===== src/rtl/fb_pkg.sv =====
// Shared framebuffer constants, requester ids and arbiter state encoding.
package fb_pkg;

  localparam int unsigned FB_AW         = 12;
  localparam int unsigned FB_DW         = 16;
  localparam int unsigned FB_CELLS      = 2400;
  localparam logic [15:0] FB_CLEAR_CELL = 16'h0720;

  typedef enum logic {
    REQ_A = 1'b0,
    REQ_B = 1'b1
  } fb_req_e;

  typedef enum logic {
    ST_ARB   = 1'b0,
    ST_CLEAR = 1'b1
  } fb_state_e;

endpackage


===== src/rtl/fb_write_arbiter_rr_arb2.sv =====
// Two-input round-robin grant; last_grant advances only on an accepted transfer.
module rr_arb2
  import fb_pkg::*;
(
  input  logic clk_i,
  input  logic rst_ni,
  input  logic en_i,
  input  logic a_valid_i,
  input  logic b_valid_i,
  output logic a_gnt_o,
  output logic b_gnt_o
);

  fb_req_e last_q;

  always_comb begin
    a_gnt_o = en_i & a_valid_i & (~b_valid_i | (last_q == REQ_B));
    b_gnt_o = en_i & b_valid_i & (~a_valid_i | (last_q == REQ_A));
  end

  always_ff @(posedge clk_i or negedge rst_ni) begin
    if (!rst_ni) begin
      last_q <= REQ_B;
    end else if (a_gnt_o) begin
      last_q <= REQ_A;
    end else if (b_gnt_o) begin
      last_q <= REQ_B;
    end
  end

endmodule


===== src/rtl/fb_write_arbiter.sv =====
// Text-framebuffer write-port arbiter (vt100 engine vs CPU bridge) with registered port.
// Optional screen-clear engine enabled by defining FB_CLEAR_ENGINE_EN.
module fb_write_arbiter
  import fb_pkg::*;
#(
  parameter int unsigned   AW         = FB_AW,
  parameter int unsigned   DW         = FB_DW,
  parameter int unsigned   FB_CELLS   = fb_pkg::FB_CELLS,
  parameter logic [DW-1:0] CLEAR_CELL = FB_CLEAR_CELL
) (
  input  logic          clk,
  input  logic          rst_n,
  input  logic          a_valid,
  output logic          a_ready,
  input  logic [AW-1:0] a_addr,
  input  logic [DW-1:0] a_data,
  input  logic          b_valid,
  output logic          b_ready,
  input  logic [AW-1:0] b_addr,
  input  logic [DW-1:0] b_data,
  input  logic          clr_start,
  output logic          clr_busy,
  output logic [AW-1:0] fb_a,
  output logic [DW-1:0] fb_d,
  output logic          fb_we
);

  logic          arb_en;
  logic          a_gnt;
  logic          b_gnt;
  logic [AW-1:0] fb_a_q;
  logic [DW-1:0] fb_d_q;
  logic          fb_we_q;

  rr_arb2 u_rr_arb2 (
    .clk_i     (clk),
    .rst_ni    (rst_n),
    .en_i      (arb_en),
    .a_valid_i (a_valid),
    .b_valid_i (b_valid),
    .a_gnt_o   (a_gnt),
    .b_gnt_o   (b_gnt)
  );

  assign a_ready = a_gnt;
  assign b_ready = b_gnt;
  assign fb_a    = fb_a_q;
  assign fb_d    = fb_d_q;
  assign fb_we   = fb_we_q;

`ifdef FB_CLEAR_ENGINE_EN

  localparam logic [AW-1:0] LAST_CELL = AW'(FB_CELLS - 1);

  fb_state_e     state_q;
  logic [AW-1:0] cnt_q;
  logic          busy_q;
  logic          clr_go;

  // busy_q still covers the final clear write while the state is already ARB,
  // so a clr_start in that cycle is ignored as well.
  assign clr_go   = (state_q == ST_ARB) & clr_start & ~busy_q;
  assign arb_en   = (state_q == ST_ARB) & ~clr_go;
  assign clr_busy = busy_q;

  always_ff @(posedge clk or negedge rst_n) begin
    if (!rst_n) begin
      state_q <= ST_ARB;
      cnt_q   <= '0;
      busy_q  <= 1'b0;
      fb_a_q  <= '0;
      fb_d_q  <= '0;
      fb_we_q <= 1'b0;
    end else begin
      case (state_q)
        ST_ARB: begin
          if (clr_go) begin
            fb_a_q  <= '0;
            fb_d_q  <= CLEAR_CELL;
            fb_we_q <= 1'b1;
            cnt_q   <= AW'(1);
            busy_q  <= 1'b1;
            state_q <= (FB_CELLS > 1) ? ST_CLEAR : ST_ARB;
          end else begin
            busy_q <= 1'b0;
            if (a_gnt) begin
              fb_a_q  <= a_addr;
              fb_d_q  <= a_data;
              fb_we_q <= 1'b1;
            end else if (b_gnt) begin
              fb_a_q  <= b_addr;
              fb_d_q  <= b_data;
              fb_we_q <= 1'b1;
            end else begin
              fb_we_q <= 1'b0;
            end
          end
        end
        ST_CLEAR: begin
          fb_a_q  <= cnt_q;
          fb_d_q  <= CLEAR_CELL;
          fb_we_q <= 1'b1;
          busy_q  <= 1'b1;
          cnt_q   <= cnt_q + AW'(1);
          if (cnt_q == LAST_CELL) begin
            state_q <= ST_ARB;
          end
        end
        default: begin
          state_q <= ST_ARB;
          fb_we_q <= 1'b0;
          busy_q  <= 1'b0;
        end
      endcase
    end
  end

`else

  logic unused_clr;

  assign arb_en     = 1'b1;
  assign clr_busy   = 1'b0;
  assign unused_clr = clr_start ^ (^CLEAR_CELL) ^ (FB_CELLS != 0);

  always_ff @(posedge clk or negedge rst_n) begin
    if (!rst_n) begin
      fb_a_q  <= '0;
      fb_d_q  <= '0;
      fb_we_q <= 1'b0;
    end else if (a_gnt) begin
      fb_a_q  <= a_addr;
      fb_d_q  <= a_data;
      fb_we_q <= 1'b1;
    end else if (b_gnt) begin
      fb_a_q  <= b_addr;
      fb_d_q  <= b_data;
      fb_we_q <= 1'b1;
    end else begin
      fb_we_q <= 1'b0;
    end
  end

`endif

endmodule

===== config.mk =====
export PLATFORM = sky130hd
export DESIGN_NAME = fb_write_arbiter
export DESIGN_NICKNAME = d
export VERILOG_FILES = /design/src/rtl/fb_pkg.sv /design/src/rtl/fb_write_arbiter_rr_arb2.sv /design/src/rtl/fb_write_arbiter.sv
export SDC_FILE = /design/constraint.sdc
export NUM_CORES = 1
export LEC_CHECK = 0
export CORE_MARGIN = 5
export CORE_UTILIZATION = 41
export CTS_CLUSTER_SIZE = 20
export DETAILED_ROUTE_END_ITERATION = 12
export PLACE_DENSITY = 0.89
export SLEW_MARGIN = 10
export SYNTH_ARGS = -nofsm -noshare
export SYNTH_HDL_FRONTEND = slang
export SYNTH_SLANG_ARGS = --single-unit

===== constraint.sdc =====
create_clock -name clk -period 3.2 [get_ports clk]
set_clock_uncertainty 0.1 [all_clocks]
set_input_delay 0.96 -clock clk [delete_from_list [all_inputs] [get_ports clk]]
set_output_delay 0.96 -clock clk [all_outputs]
set_load 0.1 [all_outputs]

==> results of run 1 <==
where the power goes:
| group | total, uW | leakage [uW] | internal (uW) | switching, uW |
|---|---|---|---|---|
| combinational | 712 | 0.000710 | 218 | 494 |
| clock | 308 | 0.0000482 | 173 | 135 |
| sequential | 458 | 0.000345 | 430 | 27.8 |
kinds of logic after synthesis:
family                 count (synthesis)  synth area share
flip-flops                            30             0.459
other                                  1           0.00229
AND/OR/NAND/NOR                       34             0.130
AO/OA/AOI/OAI                         58             0.347
buffers and inverters                 18            0.0618
synth_stat cells:
master    count
a211o_1      25
a21boi_1      1
buf_6         3
buf_4         1
a21o_1        3
nand2_2       1
or2_1         4
conb_1        1
clkbuf_1      6
nand2b_1      4
nor2b_1      25
buf_2         6
inv_1         1
dfrtp_1      29
dfstp_2       1
o221a_1      28
o21ai_1       1
inv_2         1
critical path, stage by stage:
cell,delay [ns]
clkdlybuf4s50_1,0.62
nand2_2,0.10
inv_2,0.08
buf_12,0.17
metal layers:
layer	part of all wire	wire (microns)	GRT usage
met5	0	0	0
met4	0.0088	42	0.0430
met3	0.093	443	0.0661
met2	0.48	2300	0.300
met1	0.42	1990	0.230
final cells by class:
cell class | count | area share
clock buffer | 7 | 0.0331
clock inverter | 1 | 0.00192
sequential | 30 | 0.289
inverter | 2 | 0.00288
timing repair buffer | 97 | 0.344
tap | 50 | 0.0240
multi-input combinational | 93 | 0.306
worst min path at each step:
stage | startpoint | to | slack (ns) | cells after the start
6_report | u_rr_arb2.last_q | u_rr_arb2.last_q | 0.41 | 2
5_1_grt | u_rr_arb2.last_q | u_rr_arb2.last_q | 0.45 | 2
4_1_cts | u_rr_arb2.last_q | u_rr_arb2.last_q | 0.42 | 2
3_5_place_dp | u_rr_arb2.last_q | u_rr_arb2.last_q | 0.41 | 2
3_3_place_gp | u_rr_arb2.last_q | u_rr_arb2.last_q | 0.41 | 2
2_1_floorplan | u_rr_arb2.last_q | u_rr_arb2.last_q | 0.38 | 2
state kept, by name (all words and copies together) (netlist names):
name              flops
u_rr_arb2.last_q      1
fb_d                 16
fb_a                 12
fb_we                 1
stage by stage:
stage	setup WS, ns	hold WS, ns
floorplan	0.0910	0.383
global placement	0.205	0.406
detailed placement	0.209	0.408
CTS	0.197	0.417
global route	0.152	0.452
finish	0.201	0.415
==> key figures, run 1 <==
Outcome
  • Status: finished clean

Cells and area
  • Area of the multi-input gates: 797 sq um
  • Ant. Diodes: 0
  • Layout filler cell count: 320
  • NumNets Final: 290
  • Final Util: 0.661
  • Area growth syn-to-layout: 59.0%
  • Sequential cell area: 752 sq um
  • Most frequent cells in the layout: 58 x clkdlybuf4s50_1, 36 x buf_4, 29 x dfrtp_1
  • Layout cells sized above 1: 0.217
  • Design Area, Final: 0.00261 sq mm
  • Most common cell after layout, fill and taps aside: clkdlybuf4s50_1
  • Fin cells: 280

Floorplanning
  • Core area: 0.00394 sq mm
  • Die area: 0.00536 sq mm
  • Rows: 23
  • Die width: 73.2 microns
  • Initial Util: 0.416
  • I/O pin total: 93
  • Die extent in y: 73.2 microns

Min path
  • HP Class: flip-flop to flip-flop

Detailed routing
  • Total Routed Length: 4770 microns
  • Via density: 5.45
  • Pre-antenna DRT Iters: 4
  • Final ANT Viol Nets: 0
  • Initial drt markers: 114
  • Remaining DRCs: 0
  • Post-DR wirelength/cell: 17.0 microns
  • Via count: 1526

Synth
  • Synthesized area per cell: 11.6 sq um
  • Library cells used by synthesis: 18
  • Synth Cell Area: 0.00164 sq mm
  • Post-synth top area cell: dfrtp_1
  • Yosys warning count: 0
  • Post-Syn Instances: 141
  • Yosys reg bits: 30
  • Yosys top cell area share: 0.443
  • Register area share after synthesis: 0.459
  • Syn Nets: 202
  • Area contributors post-synth: dfrtp_1 44%, o221a_1 19%, a211o_1 13%

Clocking
  • CTS Buf Count: 5
  • CTS tree: yes
  • Clk buf depth: 2
  • Post-CTS resize count: 0
  • Hold Buf Count CTS: 0
  • Root Buffer: clkbuf_8
  • Clock tree sinks: 30
  • Clk Latency, worst-skew pair: 0.28 ns
  • Htree depth: 2
  • Clock-pin slew on the worst setup and hold paths: 0.06 ns
  • Post CTS Setup Buffer Count: 0

Timing
  • Endpoints failing hold: 0
  • Final setup violation count: 0
  • Fin crit period: 3.00 ns
  • Total Neg Setup Slack: 0 ns
  • Max frequency: 0.333 GHz
  • Final worst path period share: 0.937
  • Pins over their slew limit: 0
  • RSZ-0062 raised after global routing: false

Power
  • PD cells: 567 mW/mm^2
  • Power, Total: 1480 uW
  • Peak supply drop: 0.000329 V
  • Lkg Pwr: 0.00110 uW

Flow run
  • Max Cap Viol: 0

Place
  • Placed insts: 272
  • Post-DP Area: 0.00251 sq mm
  • Detailed placement HPWL: 3310 microns
  • GP Congestion: 0.702
  • Number of buffers added on ports: 90

Critical path
  • Critical Path End Type: output pin
  • CP Class: input pin to output pin
  • Worst-path fanout max: 4
  • Worst setup SP type: input pin
  • CP Launch Point: a_valid
  • Worst r2r dst: fb_d[15]
  • Arrival @ worst endpoint: 1.94 ns
  • Critical Path End: a_ready
  • Reg2reg setup slack: 1.62 ns
  • Critical Path RT: 2.14 ns
  • Worst R2R Start: u_rr_arb2.last_q
  • Reg2Reg Depth: 4

GRT
  • GRT Util Overall: 0.183
  • Largest net degree at the start of global routing: 37
  • Global-route wire length before repair: 7440 microns
  • Global route overflow: 0
  • Number of global-route vias before repair: 1559
  • Initial antenna violation count: 0
Power figures use the tool's default switching activity.
==> inputs of run 2 (changes only) <==
CELL_PAD_IN_SITES_DETAIL_PLACEMENT = 2   (was not set)
CELL_PAD_IN_SITES_GLOBAL_PLACEMENT = 2   (was not set)
CORE_UTILIZATION = 24   (was 41)
SETUP_SLACK_MARGIN = 0.4   (was not set)
SLEW_MARGIN = not set   (was 10)
==> key figures, run 2 (synthesis gave the netlist of run 1 again) <==
Outcome
  • Status: finished clean

Clocking
  • Clk Latency, worst-skew pair: 0.27 ns (about the same)
  • Clock tree sinks: 30 (unchanged)
  • CTS tree: yes
  • Clock-pin slew on the worst setup and hold paths: 0.06 ns (about the same)
  • Htree depth: 2 (unchanged)
  • CTS Buf Count: 5 (unchanged)
  • Clk buf depth: 2 (unchanged)
  • Root Buffer: clkbuf_8

Cells and area
  • Most common cell after layout, fill and taps aside: clkdlybuf4s50_1
  • Most frequent cells in the layout: 57 x clkdlybuf4s50_1, 35 x buf_4, 29 x dfrtp_1
  • Fin cells: 309 (+10%)
  • Number of flip-flops in the largest register: 16 (unchanged)
  • NumNets Final: 289 (-0.34%)
  • Layout cells sized above 1: 0.205 (-0.0122)
  • Area growth syn-to-layout: 60.2%
  • Design Area, Final: 0.00263 sq mm (+0.77%)
  • Ant. Diodes: 0 (unchanged)

Floorplanning
  • Die extent in y: 92.6 microns (+27%)
  • Rows: 30 (+30%)
  • Die area: 0.00858 sq mm (+60%)
  • Initial Util: 0.244 (-0.172)
  • I/O pin total: 93 (unchanged)
  • Core area: 0.00672 sq mm (+70%)
  • Die width: 92.6 microns (+27%)

Place
  • Number of buffers added on ports: 90 (unchanged)
  • GP Congestion: 0.643 (-8.4%)
  • Detailed placement HPWL: 4150 microns (+25%)
  • Placed insts: 301 (+11%)
  • Post-DP Area: 0.00255 sq mm (+1.3%)
  • DP Worst Slack: 0.213 ns (+0.00400 ns)

Detailed routing
  • Post-DR wirelength/cell: 18.9 microns (+11%)
  • Pre-antenna DRT Iters: 5 (+1)
  • Initial drt markers: 22 (-81%)
  • Remaining DRCs: 0 (unchanged)
  • Final ANT Viol Nets: 0 (unchanged)
  • Via count: 1582 (+3.7%)
  • Via density: 5.12 (-6.1%)
  • Total Routed Length: 5840 microns (+22%)

Critical path
  • Reg2Reg Depth: 4 (unchanged)
  • Worst setup SP type: input pin
  • CP Class: input pin to output pin
  • Worst R2R Start: u_rr_arb2.last_q
  • Critical Path RT: 2.14 ns (about the same)
  • Worst r2r dst: fb_d[14]
  • Arrival @ worst endpoint: 1.64 ns (-0.30 ns)
  • Reg2reg setup slack: 1.60 ns (-0.02 ns)
  • Worst-path fanout max: 4 (unchanged)
  • Critical Path End Type: output pin

Min path
  • HP Class: flip-flop to flip-flop
  • Hold endpoint: u_rr_arb2.last_q
  • Hold depth: 2 (unchanged)
  • Min-delay src: u_rr_arb2.last_q

Timing
  • Hold WS: 0.417 ns (+0.00211 ns)
  • Pins over their slew limit: 0 (unchanged)
  • Max frequency: 0.370 GHz (+11%)
  • RSZ-0062 raised after global routing: false
  • Total Neg Setup Slack: 0 ns (unchanged)
  • Fin crit period: 2.70 ns (-0.295 ns)
  • Final worst slack: 0.496 ns (+0.295 ns)
  • Endpoints failing hold: 0 (unchanged)
  • Final setup violation count: 0 (unchanged)
  • Final worst path period share: 0.845 (-0.0922)

GRT
  • Initial antenna violation count: 0 (unchanged)
  • Number of global-route vias before repair: 1797 (+15%)
  • Global route overflow: 0 (unchanged)
  • Largest net degree at the start of global routing: 48 (+30%)
  • GRT Util Overall: 0.139 (-0.0443)
  • Global-route wire length before repair: 9340 microns (+26%)

Power
  • Peak supply drop: 0.000210 V (-36%)
  • PD cells: 561 mW/mm^2 (-1.1%)
  • Lkg Pwr: 0.00109 uW (-1.1%)

Flow run
  • Max Cap Viol: 0 (unchanged)
-- run 2: worst max-delay path by stage --
stage          startpoint  endpoint  slack [ns]
2_1_floorplan     b_valid   b_ready        0.35
3_3_place_gp      a_valid   a_ready        0.23
3_5_place_dp      a_valid   a_ready        0.21
4_1_cts           b_valid   a_ready        0.47
5_1_grt           b_valid   a_ready        0.43
6_report          a_valid   a_ready        0.50
-- run 2: repair_timing --
action,4_1_cts,5_1_grt
endpoints found under the hold margin,0,0
setup buffers,0,0
endpoints found under the setup margin,2,0
hold buffers,0,0
resized for setup,1,0
-- run 2: power by group --
group	internal, uW	total, uW	switching (uW)
Combinational	217	717	500
Clock	154	297	142
Sequential	430	459	28.8
-- run 2: cell type report --
| class | instances | area [sq um] |
|---|---|---|
| Clock buffer | 8 | 80.1 |
| Fill cell | 728 | 4090 |
| Inverter | 2 | 10.0 |
| Multi-Input combinational cell | 93 | 797 |
| Sequential cell | 30 | 752 |
| Tap cell | 80 | 100 |
| Timing Repair Buffer | 96 | 887 |
-- run 2: critical path: stages --
cell and delay (ns):
dlygate4sd2_1 0.33, nand2_2 0.11, inv_4 0.07, buf_12 0.16
-- run 2: metal layers --
layer,vias up,part of all wire,GRT usage,routed length [microns]
li1,721,-,-,-
met1,797,0.42,0.161,2430
met2,60,0.50,0.248,2920
met3,4,0.078,0.0471,453
met4,0,0.0057,0.0293,33
met5,-,0,0,0
-- run 2: stage by stage --
stage	utilization	total power, uW
6_report	0.391	1470
5_1_grt	0.391	1550
4_1_cts	0.391	1500
3_5_place_dp	0.379	1190
3_3_place_gp	0.379	1180
2_1_floorplan	-	975
==> inputs of run 3 (changes only) <==
CORE_UTILIZATION = 20   (was 24)
PLACE_DENSITY = 0.8   (was 0.89)
clock period = 2.3 ns   (was 3.2 ns; I/O delays follow)
==> key figures, run 3 (synthesis gave the netlist of run 1 again) <==
Outcome
  • Status: finished clean

Floorplanning
  • Die width: 101 microns (+8.5%)
  • Die extent in y: 101 microns (+8.5%)
  • Core area: 0.00809 sq mm (+20%)
  • Die area: 0.0101 sq mm (+18%)
  • Rows: 33 (+10%)
  • Initial Util: 0.203 (-0.0414)
  • I/O pin total: 93 (unchanged)

Clocking
  • CTS tree: yes
  • Hold Buf Count CTS: 0 (unchanged)
  • CTS Buf Count: 5 (unchanged)
  • Clk buf depth: 2 (unchanged)
  • Clock tree sinks: 30 (unchanged)
  • Root Buffer: clkbuf_8
  • Clk Latency, worst-skew pair: 0.28 ns (about the same)
  • Clock-pin slew on the worst setup and hold paths: 0.06 ns (about the same)
  • Htree depth: 2 (unchanged)

Power
  • Power, Total: 2140 uW (+45%)
  • PD cells: 764 mW/mm^2 (+36%)
  • Lkg Pwr: 0.00116 uW (+6.1%)
  • Peak supply drop: 0.000234 V (+12%)

Critical path
  • Worst-path fanout max: 2 (-2)
  • CP Class: flip-flop to output pin
  • Critical Path RT: 1.51 ns (-0.63 ns)
  • Worst-path cell chain: nand2b_4 > nand2_8 > inv_16 > buf_16
  • Arrival @ worst endpoint: 1.26 ns (-0.38 ns)
  • Max incr delay on CP: 0.54 ns (+0.21 ns)
  • CP max-delay cell: dfstp_2
  • Buf/Inv on CP: 2 (-1)
  • Critical Path End Type: output pin
  • Family with the most delay on the worst path: flip-flops
  • Worst setup SP type: flip-flop

Cells and area
  • Layout cells sized above 1: 0.243 (+0.0373)
  • NumNets Final: 295 (+2.1%)
  • Most common cell after layout, fill and taps aside: clkdlybuf4s50_1
  • Ant. Diodes: 0 (unchanged)
  • Number of flip-flops in the largest register: 16 (unchanged)
  • Area growth syn-to-layout: 70.5%
  • Most frequent cells in the layout: 57 x clkdlybuf4s50_1, 38 x buf_4, 29 x dfrtp_1

Timing
  • RSZ-0062 raised after global routing: true
  • Final setup violation count: 0 (unchanged)
  • Hold WS: 0.612 ns (+0.195 ns)
  • Max frequency: 0.489 GHz
  • Final worst path period share: 0.890
  • Fin crit period: 2.05 ns
  • Endpoints failing hold: 0 (unchanged)
  • Pins over their slew limit: 0 (unchanged)

Detailed routing
  • Total Routed Length: 5900 microns (+1.1%)
  • Via density: 4.74 (-7.5%)
  • Post-DR wirelength/cell: 17.4 microns (-8.1%)
  • Pre-antenna DRT Iters: 4 (-1)
  • Via count: 1611 (+1.8%)
  • Initial drt markers: 33 (+50%)
  • Final ANT Viol Nets: 0 (unchanged)
  • Remaining DRCs: 0 (unchanged)

GRT
  • GRT Util Overall: 0.118 (-0.0205)
  • Number of global-route vias before repair: 1816 (+1.1%)
  • Largest net degree at the start of global routing: 43 (-10%)
  • Global-route wire length before repair: 9450 microns (+1.2%)
  • Initial antenna violation count: 0 (unchanged)
  • Global route overflow: 0 (unchanged)

Place
  • Detailed placement HPWL: 4230 microns (+1.8%)
  • GP Congestion: 0.682 (+6.0%)
  • Number of buffers added on ports: 90 (unchanged)

Min path
  • HP Class: flip-flop to flip-flop

Flow run
  • Max Cap Viol: 0 (unchanged)
[run 3: area by class of cell]
type	instances	area [sq um]
fillers	890	5300
inverters	2	23.8
well taps	105	131
multi-input cells	93	818
clock buffers	7	86.3
flip-flops and latches	30	752
repair buffers	102	977
clock inverters	1	5.00
[run 3: what timing repair did]
item	CTS	global route
gates cloned	0	0
resized for setup	8	5
buffers inserted	1	4
setup endpoints to repair	30	2
pin swaps	0	1
[run 3: path summary, 6_finish.rpt]
kind | end | slack, ns | startpoint | cells past startpoint
hold reg to reg | u_rr_arb2.last_q | 0.61 | u_rr_arb2.last_q | 4
min in group asynchronous | fb_a[5] | 0.73 | rst_n | 2
setup / recovery | a_ready | 0.25 | u_rr_arb2.last_q | 4
hold / removal | u_rr_arb2.last_q | 0.61 | u_rr_arb2.last_q | 4
max in group asynchronous | u_rr_arb2.last_q | 1.04 | rst_n | 2
setup reg to reg | fb_a[11] | 0.79 | u_rr_arb2.last_q | 4
[run 3: metrics by stage]
stage | cell area (sq um) | setup WS [ns] | utilization | instances | TNS, ns
5_1_grt | 2790 | 0.203 | 0.345 | 340 | 0
6_report | 2790 | 0.253 | 0.345 | 340 | 0
3_3_place_gp | 2630 | -0.192 | 0.325 | 327 | -0.259
2_1_floorplan | 1700 | -0.0137 | - | 141 | -0.0137
4_1_cts | 2750 | 0.233 | 0.340 | 336 | 0
3_5_place_dp | 2630 | -0.206 | 0.325 | 327 | -0.282
[run 3: power by group]
part | total [uW] | leakage [uW] | internal (uW) | switching [uW]
logic | 1050 | 0.000765 | 340 | 710
registers | 638 | 0.000345 | 598 | 40.0
clock network | 448 | 0.0000482 | 241 | 206
total | 2140 | 0.00116 | 1180 | 956
[run 3: worst register-to-register path, delay by kind of cell, from the launching register on]
family	cells	cell delay, ns
flip-flops	1	0.54
AO/OA/AOI/OAI	1	0.28
buffers and inverters	1	0.25
AND/OR/NAND/NOR	2	0.23
[run 3: layer usage]
layer  global-route usage  wire, microns  part of all wire
met1                0.139           2350              0.40
met2                0.206           2960              0.50
met3               0.0408            543             0.092
met4               0.0301             44            0.0075
met5                    0              0                 0
